**src/rtl/dmem_pkg.sv**
```systemverilog
// -----------------------------------------------------------------------------
// dmem_pkg
// Shared types and constants for the data-memory arbiter slice.
//   - RISC-V load/store funct3 encodings (F3_*)
//   - dmem_req_t : one requester's payload {we, funct3, addr, wdata}
//   - dmem_rsp_t : registered response payload {rdata, err}
//   - arb_state_e: arbiter FSM states
//   - sat_inc    : saturating increment for the optional statistics counters
// -----------------------------------------------------------------------------
package dmem_pkg;

    localparam logic [2:0] F3_B  = 3'b000;
    localparam logic [2:0] F3_H  = 3'b001;
    localparam logic [2:0] F3_W  = 3'b010;
    localparam logic [2:0] F3_BU = 3'b100;
    localparam logic [2:0] F3_HU = 3'b101;

    localparam int STAT_W = 16;

    typedef struct packed {
        logic        we;
        logic [2:0]  funct3;
        logic [31:0] addr;
        logic [31:0] wdata;
    } dmem_req_t;

    typedef struct packed {
        logic [31:0] rdata;
        logic        err;
    } dmem_rsp_t;

    typedef enum logic {
        ARB      = 1'b0,
        LOCK_AUX = 1'b1
    } arb_state_e;

    // Counter sticks at all-ones instead of wrapping.
    function automatic logic [STAT_W-1:0] sat_inc(input logic [STAT_W-1:0] v,
                                                  input logic              en);
        return (en && (v != '1)) ? v + STAT_W'(1) : v;
    endfunction

endpackage

```
**src/rtl/dmem_req_check.sv**
```systemverilog
// -----------------------------------------------------------------------------
// dmem_req_check
// Purely combinational legality check of one load/store request.
// Ports:
//   we           in   1 = store, 0 = load
//   funct3       in   RISC-V funct3 of the access
//   addr         in   byte address (ADDR_W bits)
//   misaligned   out  word access not 4-aligned / half access not 2-aligned
//   out_of_range out  word index addr[ADDR_W-1:2] >= DMEM_DEPTH
//   illegal_f3   out  reserved funct3 (011/110/111) or unsigned store form
// -----------------------------------------------------------------------------
module dmem_req_check
    import dmem_pkg::*;
#(
    parameter int DMEM_DEPTH = 256,
    parameter int ADDR_W     = 32
) (
    input  logic              we,
    input  logic [2:0]        funct3,
    input  logic [ADDR_W-1:0] addr,
    output logic              misaligned,
    output logic              out_of_range,
    output logic              illegal_f3
);

    localparam logic [ADDR_W-1:0] DEPTH_LIM = ADDR_W'(DMEM_DEPTH);

    logic [ADDR_W-1:0] word_idx;

    assign word_idx     = addr >> 2;
    assign out_of_range = (word_idx >= DEPTH_LIM);

    // Stores only exist in the signed encodings sb/sh/sw (funct3 <= 010).
    assign illegal_f3 = (funct3 == 3'b011) || (funct3 == 3'b110) ||
                        (funct3 == 3'b111) || (we && (funct3 > F3_W));

    always_comb begin
        misaligned = 1'b0;
        case (funct3)
            F3_W:        misaligned = (addr[1:0] != 2'b00);
            F3_H, F3_HU: misaligned = addr[0];
            default:     misaligned = 1'b0;
        endcase
    end

endmodule

```
**src/rtl/dmem_arbiter.sv**
```systemverilog
// -----------------------------------------------------------------------------
// dmem_arbiter
// Shares one data-memory port between the core LSU (port 0) and an aux
// requester (port 1, DMA/debug loader). Round-robin grant, optional aux burst
// lock, legality check before touching memory, 1-cycle registered response.
//
// Ports:
//   clk, rst                 clock, asynchronous active-high reset
//   req_valid/req_ready[1:0] per-port handshake (bit 0 core, bit 1 aux)
//   req_we, req_funct3, req_addr, req_wdata   per-port request payload
//   aux_lock                 aux asks to keep ownership across a burst
//   rsp_valid[1:0]           one-cycle response pulse, one cycle after accept
//   rsp_rdata, rsp_err       load data (0 for stores/errors), error flag
//   mem_w_en, mem_r_en, mem_op_sel, mem_addr, mem_data_w   to data_memory
//   mem_data_r               combinational read data from data_memory
//
// Optional build macro DMEM_ARB_STATS_EN adds saturating 16-bit counters:
//   stat_grants_core, stat_grants_aux, stat_errors, stat_stall_core.
// -----------------------------------------------------------------------------
module dmem_arbiter
    import dmem_pkg::*;
#(
    parameter int DMEM_DEPTH = 256,
    parameter int ADDR_W     = 32
) (
    input  logic                   clk,
    input  logic                   rst,
    input  logic [1:0]             req_valid,
    output logic [1:0]             req_ready,
    input  logic [1:0]             req_we,
    input  logic [1:0][2:0]        req_funct3,
    input  logic [1:0][ADDR_W-1:0] req_addr,
    input  logic [1:0][31:0]       req_wdata,
    input  logic                   aux_lock,
    output logic [1:0]             rsp_valid,
    output logic [31:0]            rsp_rdata,
    output logic                   rsp_err,
    output logic                   mem_w_en,
    output logic                   mem_r_en,
    output logic [2:0]             mem_op_sel,
    output logic [31:0]            mem_addr,
    output logic [31:0]            mem_data_w,
    input  logic [31:0]            mem_data_r
`ifdef DMEM_ARB_STATS_EN
    ,
    output logic [STAT_W-1:0]      stat_grants_core,
    output logic [STAT_W-1:0]      stat_grants_aux,
    output logic [STAT_W-1:0]      stat_errors,
    output logic [STAT_W-1:0]      stat_stall_core
`endif
);

    arb_state_e  state_reg;
    arb_state_e  state_next;
    arb_state_e  eff_state;
    logic        last_grant_reg;
    logic [1:0]  grant;

    dmem_req_t   req_pkt [2];
    logic [1:0]  port_err;
    dmem_req_t   sel_req;
    logic        sel_err;
    logic        xfer;
    logic        legal;

    dmem_rsp_t   rsp_next;
    dmem_rsp_t   rsp_reg;
    logic [1:0]  rsp_valid_reg;

    // -------------------------------------------------------------------------
    // Per-port payload packing and legality check. The memory address bus is
    // 32 bits wide, so the packed address is resized to 32; the range check
    // still sees the full ADDR_W-bit address.
    // -------------------------------------------------------------------------
    generate
        for (genvar gi = 0; gi < 2; gi++) begin : g_port
            logic mis;
            logic oor;
            logic ill;

            assign req_pkt[gi] = '{we:     req_we[gi],
                                   funct3: req_funct3[gi],
                                   addr:   32'(req_addr[gi]),
                                   wdata:  req_wdata[gi]};

            dmem_req_check #(
                .DMEM_DEPTH (DMEM_DEPTH),
                .ADDR_W     (ADDR_W)
            ) u_check (
                .we           (req_we[gi]),
                .funct3       (req_funct3[gi]),
                .addr         (req_addr[gi]),
                .misaligned   (mis),
                .out_of_range (oor),
                .illegal_f3   (ill)
            );

            assign port_err[gi] = mis | oor | ill;
        end
    endgenerate

    // -------------------------------------------------------------------------
    // FSM state register and last-grant pointer
    // -------------------------------------------------------------------------
    always_ff @(posedge clk or posedge rst) begin
        if (rst) begin
            state_reg      <= ARB;
            last_grant_reg <= 1'b1;     // pretend aux went last so core wins first
        end else begin
            state_reg <= state_next;
            if (xfer) begin
                last_grant_reg <= grant[1];
            end
        end
    end

    // -------------------------------------------------------------------------
    // Grant and next-state. Dropping aux_lock releases the lock in the same
    // cycle, so that cycle already arbitrates as ARB (eff_state).
    // -------------------------------------------------------------------------
    always_comb begin
        eff_state = state_reg;
        if ((state_reg == LOCK_AUX) && !aux_lock) begin
            eff_state = ARB;
        end

        grant = 2'b00;
        if (!rst) begin
            if (eff_state == LOCK_AUX) begin
                grant = {req_valid[1], 1'b0};
            end else if (&req_valid) begin
                grant = last_grant_reg ? 2'b01 : 2'b10;
            end else begin
                grant = req_valid;
            end
        end

        state_next = eff_state;
        if (grant[1] && aux_lock) begin
            state_next = LOCK_AUX;
        end
    end

    assign req_ready = grant;

    // -------------------------------------------------------------------------
    // Memory drive: only a granted, legal request reaches the memory. Errored
    // requests are still accepted but leave every mem_* signal at 0.
    // -------------------------------------------------------------------------
    assign sel_req = grant[1] ? req_pkt[1] : req_pkt[0];
    assign sel_err = grant[1] ? port_err[1] : port_err[0];
    assign xfer    = |grant;
    assign legal   = xfer && !sel_err;

    assign mem_w_en   = legal &&  sel_req.we;
    assign mem_r_en   = legal && !sel_req.we;
    assign mem_op_sel = legal ? sel_req.funct3 : 3'b000;
    assign mem_addr   = legal ? sel_req.addr   : 32'h0;
    assign mem_data_w = legal ? sel_req.wdata  : 32'h0;

    // -------------------------------------------------------------------------
    // Registered response
    // -------------------------------------------------------------------------
    always_comb begin
        rsp_next.rdata = mem_r_en ? mem_data_r : 32'h0;
        rsp_next.err   = xfer && sel_err;
    end

    always_ff @(posedge clk or posedge rst) begin
        if (rst) begin
            rsp_valid_reg <= 2'b00;
            rsp_reg       <= '0;
        end else begin
            rsp_valid_reg <= grant;
            rsp_reg       <= rsp_next;
        end
    end

    assign rsp_valid = rsp_valid_reg;
    assign rsp_rdata = rsp_reg.rdata;
    assign rsp_err   = rsp_reg.err;

`ifdef DMEM_ARB_STATS_EN
    // -------------------------------------------------------------------------
    // Saturating statistics counters
    // -------------------------------------------------------------------------
    logic [STAT_W-1:0] stat_core_reg;
    logic [STAT_W-1:0] stat_aux_reg;
    logic [STAT_W-1:0] stat_err_reg;
    logic [STAT_W-1:0] stat_stall_reg;

    always_ff @(posedge clk or posedge rst) begin
        if (rst) begin
            stat_core_reg  <= '0;
            stat_aux_reg   <= '0;
            stat_err_reg   <= '0;
            stat_stall_reg <= '0;
        end else begin
            stat_core_reg  <= sat_inc(stat_core_reg,  grant[0]);
            stat_aux_reg   <= sat_inc(stat_aux_reg,   grant[1]);
            stat_err_reg   <= sat_inc(stat_err_reg,   xfer && sel_err);
            stat_stall_reg <= sat_inc(stat_stall_reg, req_valid[0] && !grant[0]);
        end
    end

    assign stat_grants_core = stat_core_reg;
    assign stat_grants_aux  = stat_aux_reg;
    assign stat_errors      = stat_err_reg;
    assign stat_stall_core  = stat_stall_reg;
`endif

endmodule

```
**config.mk**
```make
export PLATFORM = sky130hd
export DESIGN_NAME = dmem_arbiter
export DESIGN_NICKNAME = d
export VERILOG_FILES = /design/src/rtl/dmem_pkg.sv /design/src/rtl/dmem_req_check.sv /design/src/rtl/dmem_arbiter.sv
export SDC_FILE = /design/constraint.sdc
export NUM_CORES = 1
export LEC_CHECK = 0
export ABC_AREA = 1
export BUFFER_PORTS_ARGS = -buffer_cell sky130_fd_sc_hd__buf_4
export CORE_AREA = 2 2 108 110
export CTS_CLUSTER_SIZE = 25
export DETAILED_ROUTE_END_ITERATION = 10
export DIE_AREA = 0 0 110 112
export GPL_ROUTABILITY_DRIVEN = 1
export PLACE_DENSITY = 0.61
export SYNTH_ARGS = -nofsm -noshare
export SYNTH_HDL_FRONTEND = slang
export SYNTH_SLANG_ARGS = --single-unit
```
**constraint.sdc**
```tcl
create_clock -name clk -period 6.7 [get_ports clk]
set_input_delay 1.34 -clock clk [delete_from_list [all_inputs] [get_ports clk]]
set_output_delay 1.34 -clock clk [all_outputs]
set_load 0.02 [all_outputs]
```
# ---- After elaboration in Yosys (flattened, before gate mapping)
# Index checks and enable logic that the tools add are counted.
dict set report word_totals {
  output_inout_bits 106
  ff_bits 37
  word_cells 62
}
dict set report classes {
  eq_ne 12
  bitwise 4
  mux 14
  n_reduce_logical 23
  n_lt_le_gt_ge 4
}
# operator count
set op_table {}
lappend op_table {{32-bit 2-to-1 mux} 3}
lappend op_table {{68-bit 2-to-1 mux} 1}
lappend op_table {{30-bit by 9-bit greater-or-equal comparator with 1-bit output (second input constant)} 2}
lappend op_table {{3-bit equality test (second input constant)} 6}
lappend op_table {{3-bit by 2-bit equality test with 1-bit output (second input constant)} 4}
lappend op_table {{1-bit logical AND} 8}
lappend op_table {{2-bit 2-to-1 mux} 4}
lappend op_table {{3-bit by 1-bit equality test with 1-bit output (second input constant)} 2}
lappend op_table {{3-bit by 2-bit > comparator with 1-bit output (second input constant)} 2}
lappend op_table {{1-bit logical OR} 6}
lappend op_table {{2-bit OR reduction} 3}
lappend op_table {{1-bit OR} 4}
lappend op_table {{1-bit case mux with 2 select lines} 2}
lappend op_table {{2-bit nonzero test} 2}
lappend op_table {{1-bit logical NOT} 3}
lappend op_table {{1-bit 2-to-1 mux} 3}
lappend op_table {{3-bit 2-to-1 mux} 1}
lappend op_table {{2-bit AND reduction} 1}

# ---- Logic depth before layout (Yosys ltp)
# Gate-level depths: netlist of the first run.
dict set report logic_depth {
  word_depth 10
  depth_mapped 11
}

# ---- Cells and area by module
# Synthesis of the first run repeated with hierarchy kept, for this count alone.
dict set report unflattened {
  cells_unflattened 414
  hier_area_um2 2603.7
}
# module n_inst area_per_inst_um2 seq_area_each_um2 cells_per_inst
set by_module_without_submodules {}
lappend by_module_without_submodules {dmem_arbiter 1 2376.0 927.1 358}
lappend by_module_without_submodules {dmem_req_check 2 113.9 0.0 28}

# ---- Worst setup path before layout of the first run
# OpenSTA, ideal clock, no wires.
dict set report synth_timing {
  path_kind {input to output}
  from {input rst}
  to {output mem_data_w[6]}
  required_time_ps 5360
  setup_slack_ps 2169
  t_arrival_ps 3191
  path_buffers 1
  stages 6
  cell_sequence {inv_1 -> nand3_1 -> nand2_1 -> nand2_4 -> buf_6 -> nor2_1}
}
dict set report synth_between {
  elab_chain_cells 5
}
# item line
set synth_lines {}
lappend synth_lines {{start, declared} dmem_arbiter.sv:27} ;# input logic rst,
lappend synth_lines {{2-bit 2-to-1 mux (*)} dmem_arbiter.sv:128} ;# if (!rst) begin
lappend synth_lines {{1-bit 2-to-1 mux} dmem_arbiter.sv:151} ;# assign sel_err = grant[1] ? port_err[1] : port_err[0];
lappend synth_lines {{1-bit logical NOT} dmem_arbiter.sv:153} ;# assign legal = xfer && !sel_err;
lappend synth_lines {{1-bit logical AND} dmem_arbiter.sv:153}
lappend synth_lines {{32-bit 2-to-1 mux (*)} dmem_arbiter.sv:159} ;# assign mem_data_w = legal ? sel_req.wdata : 32'h0;
lappend synth_lines {{end, declared} dmem_arbiter.sv:42} ;# output logic [31:0] mem_data_w,
# Mark *: on every way between the ends. The rest lies on a longest branch, timed or not.

# ---- Worst setup path after layout of the first run
dict set report layout_timing {
  from {input req_valid[1]}
  to {output mem_data_w[25]}
}
dict set report layout_between {
  elab_chain_cells 8
}
# item line
set layout_lines {}
lappend layout_lines {{start, declared} dmem_arbiter.sv:28} ;# input logic [1:0] req_valid,
lappend layout_lines {{2-bit AND reduction} dmem_arbiter.sv:131} ;# end else if (&req_valid) begin
lappend layout_lines {{2-bit 2-to-1 mux} dmem_arbiter.sv:131}
lappend layout_lines {{2-bit 2-to-1 mux (*)} dmem_arbiter.sv:129} ;# if (eff_state == LOCK_AUX) begin
lappend layout_lines {{2-bit 2-to-1 mux (*)} dmem_arbiter.sv:128}
lappend layout_lines {{1-bit 2-to-1 mux} dmem_arbiter.sv:151}
lappend layout_lines {{1-bit logical NOT} dmem_arbiter.sv:153}
lappend layout_lines {{1-bit logical AND} dmem_arbiter.sv:153}
lappend layout_lines {{32-bit 2-to-1 mux (*)} dmem_arbiter.sv:159}
# Marks and branches as above.

==> key figures, run 1 <==
Outcome
  • Run status: finished clean

GRT
  • Vias in the first global route: 3412
  • Total grt overflow: 0
  • Initial antenna violation count: 0
  • Pin count of the biggest net entering global routing: 47
  • GRT Util Overall: 0.160
  • Global-route wire length before repair: 15700 um

Drt
  • DR DRC count: 0
  • Vias/cell: 3.96
  • Vias post-DR: 3483
  • Number of nets with antenna violations after routing: 0
  • Drt initial violations: 108
  • Iteration count of the initial detailed-routing pass: 4
  • Wirelength per Cell: 11.5 um
  • Aggregate routed wire length: 10100 um

Floorplan
  • Vertical die dimension: 112 um
  • Core region area: 11200 um2
  • DIE AREA: 12300 um2
  • Die outline width: 110 um
  • Count of pins on the block boundary: 279
  • Row count: 39
  • Effective utilization at floorplan: 0.260

Synthesis
  • Post-synthesis cell type count: 24
  • Most instantiated library cell after synthesis: sky130_fd_sc_hd__nand2_1
  • Synth warn: 0
  • Area share of the largest cell type after synthesis: 0.310
  • Total standard cell area after synthesis: 2900 um2
  • Sequential-to-total area share from yosys stat: 0.320
  • Avg Synthesized Cell Area: 5.93 um2
  • Primary FF master, synth: sky130_fd_sc_hd__dfrtp_1
  • Post-synth top cells: sky130_fd_sc_hd__nand2_1, sky130_fd_sc_hd__inv_1, sky130_fd_sc_hd__nor2_1
  • Yosys reg bits: 37
  • Cell type with the highest aggregate area in the netlist: sky130_fd_sc_hd__dfrtp_1
  • Post-Syn Instances: 489
  • Number of enable-type register cells in the synthesized netlist: 0
  • Async S/R FF share, synth: 1.00
  • Synth area leaders: sky130_fd_sc_hd__dfrtp_1, sky130_fd_sc_hd__nand2_1, sky130_fd_sc_hd__inv_1, sky130_fd_sc_hd__nor2_1, sky130_fd_sc_hd__buf_4

Worst setup path
  • R2R Setup Slk: 4300 ps
  • Maximum fanout along the worst path: 46
  • Startpoint of the worst register-to-register path: last_grant_reg$_DFFE_PP1P_
  • Depth of the worst register-to-register path: 9
  • CP Data Required Time: 5360 ps
  • Critical Path, Cell by Cell: buf_4, inv_1, nor2_4, inv_1, nor2_4, nand2_1, nor2_1, nand2_1, nand2_2, nand2_4, nor2_1, buf_4
  • Type of the setup path with the least slack: in -> out
  • Kind of start point of the critical path: input port
  • Library cell contributing the largest single delay on the critical path: sky130_fd_sc_hd__nor2_4
  • Delay of the slowest critical-path stage: 690 ps
  • Kind of capture point of the worst setup path: output port
  • Reg-to-Reg End: rsp_rdata[19]$_DFF_PP0_
  • WP data arrival: 3550 ps

Cells and area
  • Layout fillers: 1195
  • Layout overhead on the synthesized area: 72.4%
  • ANT cells: 0
  • Fraction of layout instances using a drive strength above 1: 0.400
  • Final net count: 909
  • Flip-flop count of the largest register after layout: 32

STA
  • Highest attainable clock frequency: 204 MHz
  • Final setup vio count: 0
  • Setup slack of the critical path after layout: 1810 ps
  • Max_slew headroom: 0.409
  • Worst Skew: 1.13 ps
  • Post-layout min period: 4890 ps
  • Slew @ Worst Pin: 885 ps
  • Unrepaired setup endpoints after global routing: false
  • Final total negative setup slack: 0 ps
  • Max Transition Viols Final: 0
  • Final-report hold violation count: 0
  • Crit share post-route: 0.730

Clocking
  • CTS tree: yes
  • Post-cts resize count: 0
  • Total number of H-tree levels: 2
  • Bufs on Longest Clock Path: 2
  • Hold_buf cts: 0
  • Clock-pin slew on the worst setup and hold paths: 50 ps
  • Clock sink count: 37
  • Clock root buffer master: sky130_fd_sc_hd__clkbuf_16
  • Number of setup buffers added after CTS: 0
  • Inserted Clock Buffers: 5
  • Later-pin clock latency in the skew report: 270 ps

Placement
  • DPL Wire Length: 8450 um
  • Routability congestion estimate: 0.841
  • Post-Place Worst Slack: 1780 ps
  • Number of buffers added on ports: 256

Min path
  • Hold Path End: last_grant_reg$_DFFE_PP1P_
  • Cell depth of the worst hold path: 2
  • Path type of the worst min-delay path: reg -> reg
  • Hold path startpoint: last_grant_reg$_DFFE_PP1P_

Power and ir drop
  • Static Leakage: 3.22 nW
  • Max IR drop VDD: 0.000184 V
  • Cell area power density: 141 nW/um2

Run
  • Number of max-cap violations: 0
## cells in the final DEF, fill, tap and decap left out
master,n
sky130_fd_sc_hd__nor2_2,19
sky130_fd_sc_hd__dfstp_2,1
sky130_fd_sc_hd__nand2_2,1
sky130_fd_sc_hd__nor2_1,101
sky130_fd_sc_hd__clkinv_2,1
sky130_fd_sc_hd__nor2_4,2
sky130_fd_sc_hd__nand2_1,151
sky130_fd_sc_hd__bufinv_16,2
sky130_fd_sc_hd__o21ai_0,18
sky130_fd_sc_hd__or2_2,1
sky130_fd_sc_hd__o21ai_4,1
sky130_fd_sc_hd__clkbuf_16,5
sky130_fd_sc_hd__o21ai_2,1
sky130_fd_sc_hd__conb_1,22
sky130_fd_sc_hd__buf_4,258
sky130_fd_sc_hd__inv_1,108
sky130_fd_sc_hd__dfrtp_1,36
sky130_fd_sc_hd__nand3_1,3
sky130_fd_sc_hd__a21oi_1,1
sky130_fd_sc_hd__and2_0,1
sky130_fd_sc_hd__nand3b_1,1
sky130_fd_sc_hd__inv_2,1
sky130_fd_sc_hd__nand3_4,1
sky130_fd_sc_hd__nand2_4,1
## stage by stage
stage | cells | hold slack (ps) | area (um2) | total power, W | utilization
after global placement | 872 | 470 | 4810 | 0.000416 | 0.431
final | 880 | 470 | 5000 | 0.000704 | 0.448
after detailed placement | 872 | 466 | 4810 | 0.000417 | 0.431
after CTS | 880 | 475 | 5000 | 0.000713 | 0.448
after floorplan | 510 | 451 | 2980 | 0.000326 | -
after global routing | 880 | 489 | 5000 | 0.000742 | 0.448
## logic make-up (layout without fill, tap and decap cells)
family	count (synthesis)	count (layout)	share of synthesized area
other cells	1	22	0.00129
compound gates	21	21	0.0414
flops	37	37	0.320
simple gates	282	282	0.396
buf+inv	148	375	0.241
## power breakdown
part	switching, W	internal (W)
combinational	0.0000902	0.0000916
sequential	0.00000148	0.000228
clock	0.0000810	0.000212
total	0.000173	0.000532
## area by class of cell
| class | instances | area [um2] | share of cell area |
|---|---|---|---|
| multi-input combinational | 325 | 1360 | 0.272 |
| tap | 143 | 179 | 0.0358 |
| inverter | 109 | 409 | 0.0818 |
| clock inverter | 3 | 65.1 | 0.0130 |
| clock buffer | 5 | 125 | 0.0250 |
| sequential | 37 | 927 | 0.185 |
| timing repair buffer | 258 | 1940 | 0.387 |
## worst max path at each step
stage / to / from / slack (ps)
final: mem_data_w[25] / req_valid[1] / 1810
after global routing: mem_data_w[11] / req_valid[1] / 1480
after CTS: mem_data_w[7] / req_valid[1] / 1770
after detailed placement: mem_data_w[25] / req_valid[1] / 1780
after global placement: mem_addr[0] / rst / 1820
after floorplan: mem_data_w[6] / rst / 2170
## routing by layer
layer	vias up	track usage	part of all wire
met4	0	0.0388	0.0094
met1	1491	0.188	0.39
met5	-	0	0
li1	1817	-	-
met2	166	0.294	0.50
met3	9	0.0263	0.093
## worst max-delay path: cells and delay by family
kind,cells,cell delay [ps]
and+or+nand+nor,8,1760
buffers and inverters,4,390
Note: power is estimated with default switching activity, not from simulation.
==> run 2: changes to the inputs <==
--- a/config.mk
+++ b/config.mk
@@ -5,12 +5,12 @@
 export SDC_FILE = /design/constraint.sdc
 export NUM_CORES = 1
 export LEC_CHECK = 0
-export ABC_AREA = 1
+export ABC_AREA = 0
 export BUFFER_PORTS_ARGS = -buffer_cell sky130_fd_sc_hd__buf_4
-export CORE_AREA = 2 2 108 110
+export CORE_AREA = 2 2 109 111
 export CTS_CLUSTER_SIZE = 25
 export DETAILED_ROUTE_END_ITERATION = 10
-export DIE_AREA = 0 0 110 112
+export DIE_AREA = 0 0 111 113
 export GPL_ROUTABILITY_DRIVEN = 1
 export PLACE_DENSITY = 0.61
 export SYNTH_ARGS = -nofsm -noshare
==> constraint.sdc (replaced) <==
create_clock -name clk -period 4.35 [get_ports clk]
set_input_delay 0.87 -clock clk [delete_from_list [all_inputs] [get_ports clk]]
set_output_delay 0.87 -clock clk [all_outputs]
set_load 0.02 [all_outputs]
==> run 2 against run 1 <==
Synthesized cell count fell by 42%. Sequential power rose by 54%. Critical path depth fell by 4. Register-to-register slack got worse by 2300 ps. Cell area fell by 2.5%. Non-clock buffer count rose by 6. Final cell count fell by 24%. Global-route usage barely moved.
==> key figures, run 2 <==
Synthesis
  • Number of enable-type register cells in the synthesized netlist: 0 (unchanged)
  • Area share of the largest cell type after synthesis: 0.328 (+0.0177)
  • Async S/R FF share, synth: 1.00 (unchanged)
  • Post-synthesis cell type count: 32 (+33%)
  • Primary FF master, synth: sky130_fd_sc_hd__dfrtp_1
  • Synth area leaders: sky130_fd_sc_hd__dfrtp_1, sky130_fd_sc_hd__mux2i_1, sky130_fd_sc_hd__nor3_2, sky130_fd_sc_hd__buf_4, sky130_fd_sc_hd__nand3_1
  • Cell type with the highest aggregate area in the netlist: sky130_fd_sc_hd__dfrtp_1
  • Avg Synthesized Cell Area: 9.67 um2 (+63%)
  • Post-synth top cells: sky130_fd_sc_hd__mux2i_1, sky130_fd_sc_hd__nor3_2, sky130_fd_sc_hd__dfrtp_1
  • Yosys reg bits: 37 (unchanged)
  • Post-Syn Instances: 284 (-42%)
  • Total standard cell area after synthesis: 2750 um2 (-5.4%)
  • Sequential-to-total area share from yosys stat: 0.338 (+0.0182)
  • Synth warn: 0 (unchanged)

Clocking
  • CTS tree: yes
  • Post-cts resize count: 0 (unchanged)
  • Total number of H-tree levels: 2 (unchanged)
  • Inserted Clock Buffers: 5 (unchanged)
  • Number of setup buffers added after CTS: 0 (unchanged)
  • Bufs on Longest Clock Path: 2 (unchanged)
  • Clock-pin slew on the worst setup and hold paths: 50 ps (about the same)
  • Clock sink count: 37 (unchanged)
  • Later-pin clock latency in the skew report: 270 ps (about the same)
  • Hold_buf cts: 0 (unchanged)
  • Clock root buffer master: sky130_fd_sc_hd__clkbuf_16

STA
  • Final total negative setup slack: 0 ps (unchanged)
  • Post-layout min period: 3870 ps
  • Slew @ Worst Pin: 774 ps (-110 ps)
  • Crit share post-route: 0.890
  • Unrepaired setup endpoints after global routing: false
  • Highest attainable clock frequency: 258 MHz
  • Final setup vio count: 0 (unchanged)
  • Max Transition Viols Final: 0 (unchanged)
  • Max_slew headroom: 0.484 (+0.0750)
  • Worst Skew: 4.33 ps (+3.20 ps)
  • Final-report hold violation count: 0 (unchanged)

Worst setup path
  • WP data arrival: 3000 ps (-550 ps)
  • Maximum fanout along the worst path: 48 (+4.3%)
  • Type of the setup path with the least slack: in -> out
  • CP Data Required Time: 3480 ps (-1880 ps)
  • Kind of start point of the critical path: input port
  • Kind of capture point of the worst setup path: output port

Cells and area
  • Commonest non-fill, non-tap cell in the layout: sky130_fd_sc_hd__buf_4
  • Final instance area: 4880 um2 (-2.5%)
  • ANT cells: 0 (unchanged)
  • Final net count: 702 (-23%)
  • Commonest cells after routing, fill and taps aside: sky130_fd_sc_hd__buf_4, sky130_fd_sc_hd__nor3_2, sky130_fd_sc_hd__mux2i_1, sky130_fd_sc_hd__dfrtp_1, sky130_fd_sc_hd__nor2_1
  • Flip-flop count of the largest register after layout: 32 (unchanged)
  • Fraction of layout instances using a drive strength above 1: 0.615 (+0.215)
  • Layout overhead on the synthesized area: 77.6%

GRT
  • Pin count of the biggest net entering global routing: 49 (+4.3%)
  • Initial antenna violation count: 0 (unchanged)
  • GRT Util Overall: 0.160 (about the same)
  • Vias in the first global route: 3131 (-8.2%)
  • Total grt overflow: 0 (unchanged)
  • Global-route wire length before repair: 16200 um (+3.1%)

Drt
  • Wirelength per Cell: 15.7 um (+36%)
  • Vias post-DR: 3028 (-13%)
  • Iteration count of the initial detailed-routing pass: 4 (unchanged)
  • DR DRC count: 0 (unchanged)
  • Vias/cell: 4.50 (+14%)
  • Number of nets with antenna violations after routing: 0 (unchanged)
  • Aggregate routed wire length: 10500 um (+4.2%)
  • Drt initial violations: 166 (+54%)

Power and ir drop
  • Max IR drop VDD: 0.000196 V (+6.2%)
  • Static Leakage: 2.28 nW (-29%)
  • Cell area power density: 220 nW/um2 (+56%)

Placement
  • Number of buffers added on ports: 256 (unchanged)
  • DPL Wire Length: 8570 um (+1.5%)
  • Area after DPL: 4700 um2 (-2.3%)
  • Routability congestion estimate: 0.789 (-6.2%)

Floorplan
  • Die outline width: 111 um (+0.91%)
  • Vertical die dimension: 113 um (+0.89%)
  • DIE AREA: 12500 um2 (+1.8%)
  • Row count: 39 (unchanged)
  • Core region area: 11300 um2 (+0.87%)
  • Count of pins on the block boundary: 279 (unchanged)
  • Effective utilization at floorplan: 0.244 (-0.0161)

Run
  • Number of max-cap violations: 0 (unchanged)

Min path
  • Path type of the worst min-delay path: reg -> reg

Outcome
  • Run status: finished clean
[run 2: cell types whose count changed in the layout (fill, tap and decap cells not counted), moves of 19 or more]
cell                      change
sky130_fd_sc_hd__nand2_1    -148
sky130_fd_sc_hd__inv_1      -105
sky130_fd_sc_hd__nor2_1      -68
sky130_fd_sc_hd__nor3_2      +46
sky130_fd_sc_hd__mux2i_1     +45
sky130_fd_sc_hd__nand3_1     +29
sky130_fd_sc_hd__nor2_2      -19
[run 2: logic make-up after synthesis]
family | count (synthesis) | share of synthesized area
buf+inv | 50 | 0.119
flops | 37 | 0.338
simple gates | 140 | 0.338
compound gates | 10 | 0.0365
other cells | 1 | 0.00137
mux | 46 | 0.168
[run 2: power by group]
group	switching [W]	total, W	internal (W)
combinational	0.000152	0.000302	0.000149
sequential	0.00000349	0.000355	0.000351
clock	0.000130	0.000416	0.000286
[run 2: layout make-up]
| cell class | instances | area (um2) |
|---|---|---|
| Fill cell | 1097 | 6400 |
| Timing Repair Buffer | 264 | 1980 |
| Multi-Input combinational cell | 218 | 1600 |
| Sequential cell | 37 | 927 |
| Tap cell | 143 | 179 |
| Clock buffer | 6 | 139 |
| Clock inverter | 2 | 37.5 |
| Inverter | 3 | 11.3 |
[run 2: worst paths after layout]
| kind | cells after the start | slack [ps] | start | endpoint |
|---|---|---|---|---|
| max | 8 | 480 | req_addr[25] | mem_data_w[18] |
| min | 1 | 490 | state_reg$_DFF_PP0_ | state_reg$_DFF_PP0_ |
| max reg2reg | 6 | 2010 | state_reg$_DFF_PP0_ | rsp_err$_DFF_PP0_ |
| min reg2reg | 1 | 490 | state_reg$_DFF_PP0_ | state_reg$_DFF_PP0_ |
| max in group asynchronous | 3 | 3260 | rst | last_grant_reg$_DFFE_PP1P_ |
| min in group asynchronous | 3 | 750 | rst | state_reg$_DFF_PP0_ |
[run 2: critical path, stage by stage]
cell and delay, ps:
sky130_fd_sc_hd__buf_4 110, sky130_fd_sc_hd__or4_4 540, sky130_fd_sc_hd__a2111oi_4 200, sky130_fd_sc_hd__nand4_1 120
sky130_fd_sc_hd__o31a_2 290, sky130_fd_sc_hd__buf_4 350, sky130_fd_sc_hd__nor3_2 300, sky130_fd_sc_hd__buf_4 180
[run 2: stage by stage]
step | worst slack (ps) | util | power [W] | instances | hold slack (ps)
6_report | 480 | 0.433 | 0.00107 | 673 | 493
4_1_cts | 469 | 0.433 | 0.00108 | 673 | 501
3_3_place_gp | 473 | 0.417 | 0.000663 | 665 | 477
2_1_floorplan | 374 | - | 0.000515 | 305 | 464
3_5_place_dp | 476 | 0.417 | 0.000666 | 665 | 489
5_1_grt | 378 | 0.433 | 0.00112 | 673 | 527
[run 2: layer usage]
metal / wire [um] / global-route usage / vias up
li1: - / - / 1450
met1: 4060 / 0.191 / 1407
met2: 5530 / 0.295 / 158
met3: 775 / 0.0279 / 13
met4: 180 / 0.0433 / 0
met5: 0 / 0 / -
==> run 3: changes to the inputs <==
--- a/config.mk
+++ b/config.mk
@@ -12,7 +12,7 @@
 export DETAILED_ROUTE_END_ITERATION = 10
 export DIE_AREA = 0 0 111 113
 export GPL_ROUTABILITY_DRIVEN = 1
-export PLACE_DENSITY = 0.61
+export PLACE_DENSITY = 0.7
 export SYNTH_ARGS = -nofsm -noshare
 export SYNTH_HDL_FRONTEND = slang
 export SYNTH_SLANG_ARGS = --single-unit
==> run 3 against run 2 <==
Register-to-register slack improved by 100 ps. Critical path depth did not move. Global-route usage fell by 0.16 points. Final cell count did not move. Critical path type unchanged. Critical endpoint is now mem_data_w[15].
==> key figures, run 3 (synthesized netlist as in run 2, its figures left out) <==
Outcome
  • Run status: finished clean

Min path
  • Path type of the worst min-delay path: reg -> reg

GRT
  • Vias in the first global route: 3178 (+1.5%)
  • Global-route wire length before repair: 16100 um (-0.68%)
  • GRT Util Overall: 0.158 (-0.00157)
  • Pin count of the biggest net entering global routing: 81 (+65%)
  • Initial antenna violation count: 0 (unchanged)
  • Total grt overflow: 0 (unchanged)

Drt
  • Iteration count of the initial detailed-routing pass: 4 (unchanged)
  • Aggregate routed wire length: 10500 um (-0.34%)
  • Vias/cell: 4.49 (-0.20%)
  • Number of nets with antenna violations after routing: 0 (unchanged)
  • Drt initial violations: 148 (-11%)
  • Vias post-DR: 3022 (-0.20%)
  • DR DRC count: 0 (unchanged)
  • Wirelength per Cell: 15.6 um (-0.34%)

Clocking
  • Inserted Clock Buffers: 5 (unchanged)
  • Post-cts resize count: 0 (unchanged)
  • Total number of H-tree levels: 2 (unchanged)
  • Clock sink count: 37 (unchanged)
  • Clock root buffer master: sky130_fd_sc_hd__clkbuf_16
  • Bufs on Longest Clock Path: 2 (unchanged)
  • CTS tree: yes
  • Hold_buf cts: 0 (unchanged)
  • Later-pin clock latency in the skew report: 270 ps (about the same)
  • Clock-pin slew on the worst setup and hold paths: 50 ps (about the same)
  • Number of setup buffers added after CTS: 0 (unchanged)

Worst setup path
  • Kind of capture point of the worst setup path: output port
  • Delay of the slowest critical-path stage: 540 ps (about the same)
  • Crit-path most repeated cell: sky130_fd_sc_hd__buf_4
  • WP data arrival: 2970 ps (-30 ps)
  • Maximum fanout along the worst path: 80 (+67%)
  • Cell family with the largest share of critical-path delay: simple AND/OR/NAND/NOR gates
  • Library cell contributing the largest single delay on the critical path: sky130_fd_sc_hd__or4_4
  • Kind of start point of the critical path: input port
  • Combined buffer and inverter count along the critical path: 3 (unchanged)
  • Type of the setup path with the least slack: in -> out
  • Critical Path, Cell by Cell: buf_4, or4_4, a2111oi_4, nand4_1, o31a_2, buf_12, nor3_2, buf_4
  • CP Data Required Time: 3480 ps (about the same)

Power and ir drop
  • Static Leakage: 2.27 nW (-0.21%)
  • Power Total: 0.000993 W (-7.4%)
  • Max IR drop VDD: 0.000252 V (+29%)
  • Cell area power density: 205 nW/um2 (-6.9%)

STA
  • Setup slack of the critical path after layout: 514 ps (+33.8 ps)
  • Max Transition Viols Final: 0 (unchanged)
  • Slew @ Worst Pin: 756 ps (-18.2 ps)
  • Final total negative setup slack: 0 ps (unchanged)
  • Crit share post-route: 0.882 (-0.00778)
  • Max_slew headroom: 0.496 (+0.0122)
  • Post-layout min period: 3840 ps (-33.8 ps)
  • Worst Skew: 3.15 ps (-1.18 ps)
  • Unrepaired setup endpoints after global routing: false
  • Highest attainable clock frequency: 261 MHz (+0.88%)
  • Final-report hold violation count: 0 (unchanged)
  • Final setup vio count: 0 (unchanged)

Cells and area
  • ANT cells: 0 (unchanged)
  • Final net count: 702 (unchanged)
  • Layout overhead on the synthesized area: 76.7%
  • Flip-flop count of the largest register after layout: 32 (unchanged)
  • Commonest cells after routing, fill and taps aside: sky130_fd_sc_hd__buf_4, sky130_fd_sc_hd__nor3_2, sky130_fd_sc_hd__mux2i_1, sky130_fd_sc_hd__dfrtp_1, sky130_fd_sc_hd__nor2_1
  • Commonest non-fill, non-tap cell in the layout: sky130_fd_sc_hd__buf_4
  • Final Core Density: 0.430 (-0.00222)
  • Final instance area: 4850 um2 (-0.51%)
  • Fraction of layout instances using a drive strength above 1: 0.613 (-0.00189)

Run
  • Number of max-cap violations: 0 (unchanged)

Floorplan
  • Effective utilization at floorplan: 0.244 (unchanged)
  • DIE AREA: 12500 um2 (unchanged)
  • Core region area: 11300 um2 (unchanged)
  • Die outline width: 111 um (unchanged)
  • Count of pins on the block boundary: 279 (unchanged)
  • Vertical die dimension: 113 um (unchanged)
  • Row count: 39 (unchanged)

Placement
  • Routability congestion estimate: 0.823 (+4.3%)
  • Number of buffers added on ports: 256 (unchanged)
  • Post-Place Worst Slack: 543 ps (+67.0 ps)
  • DPL Wire Length: 8670 um (+1.1%)
  • Area after DPL: 4710 um2 (+0.27%)
[run 3: metrics by stage]
| stage | std cells | hold WS, ps |
|---|---|---|
| 2_1_floorplan | 305 | 464 |
| 3_3_place_gp | 665 | 491 |
| 3_5_place_dp | 665 | 486 |
| 4_1_cts | 673 | 500 |
| 5_1_grt | 673 | 527 |
| 6_report | 673 | 496 |
[run 3: final cells by class]
type | instances | area (um2)
repair buffers | 264 | 1990
clock inverters | 2 | 10.0
flip-flops and latches | 37 | 927
multi-input cells | 218 | 1600
inverters | 3 | 11.3
clock buffers | 6 | 129
fillers | 1111 | 6420
well taps | 143 | 179
[run 3: final timing paths]
check,slack (ps),depth (start not counted),startpoint,endpoint
max in group asynchronous,3250,3,rst,last_grant_reg$_DFFE_PP1P_
max reg2reg,2110,6,state_reg$_DFF_PP0_,rsp_rdata[6]$_DFF_PP0_
max,510,8,req_addr[25],mem_data_w[15]
min,500,1,state_reg$_DFF_PP0_,state_reg$_DFF_PP0_
min reg2reg,500,1,state_reg$_DFF_PP0_,state_reg$_DFF_PP0_
min in group asynchronous,750,3,rst,state_reg$_DFF_PP0_
[run 3: power breakdown]
group | internal [W] | total [W] | switching, W
registers | 0.000351 | 0.000355 | 0.00000395
logic | 0.000150 | 0.000303 | 0.000153
clock network | 0.000210 | 0.000335 | 0.000125
[run 3: layer usage]
metal,GRT usage,part of all wire,vias up
met2,0.308,0.54,174
met3,0.0407,0.088,8
met1,0.170,0.36,1390
met4,0.0392,0.010,0
met5,0,0,-
li1,-,-,1450
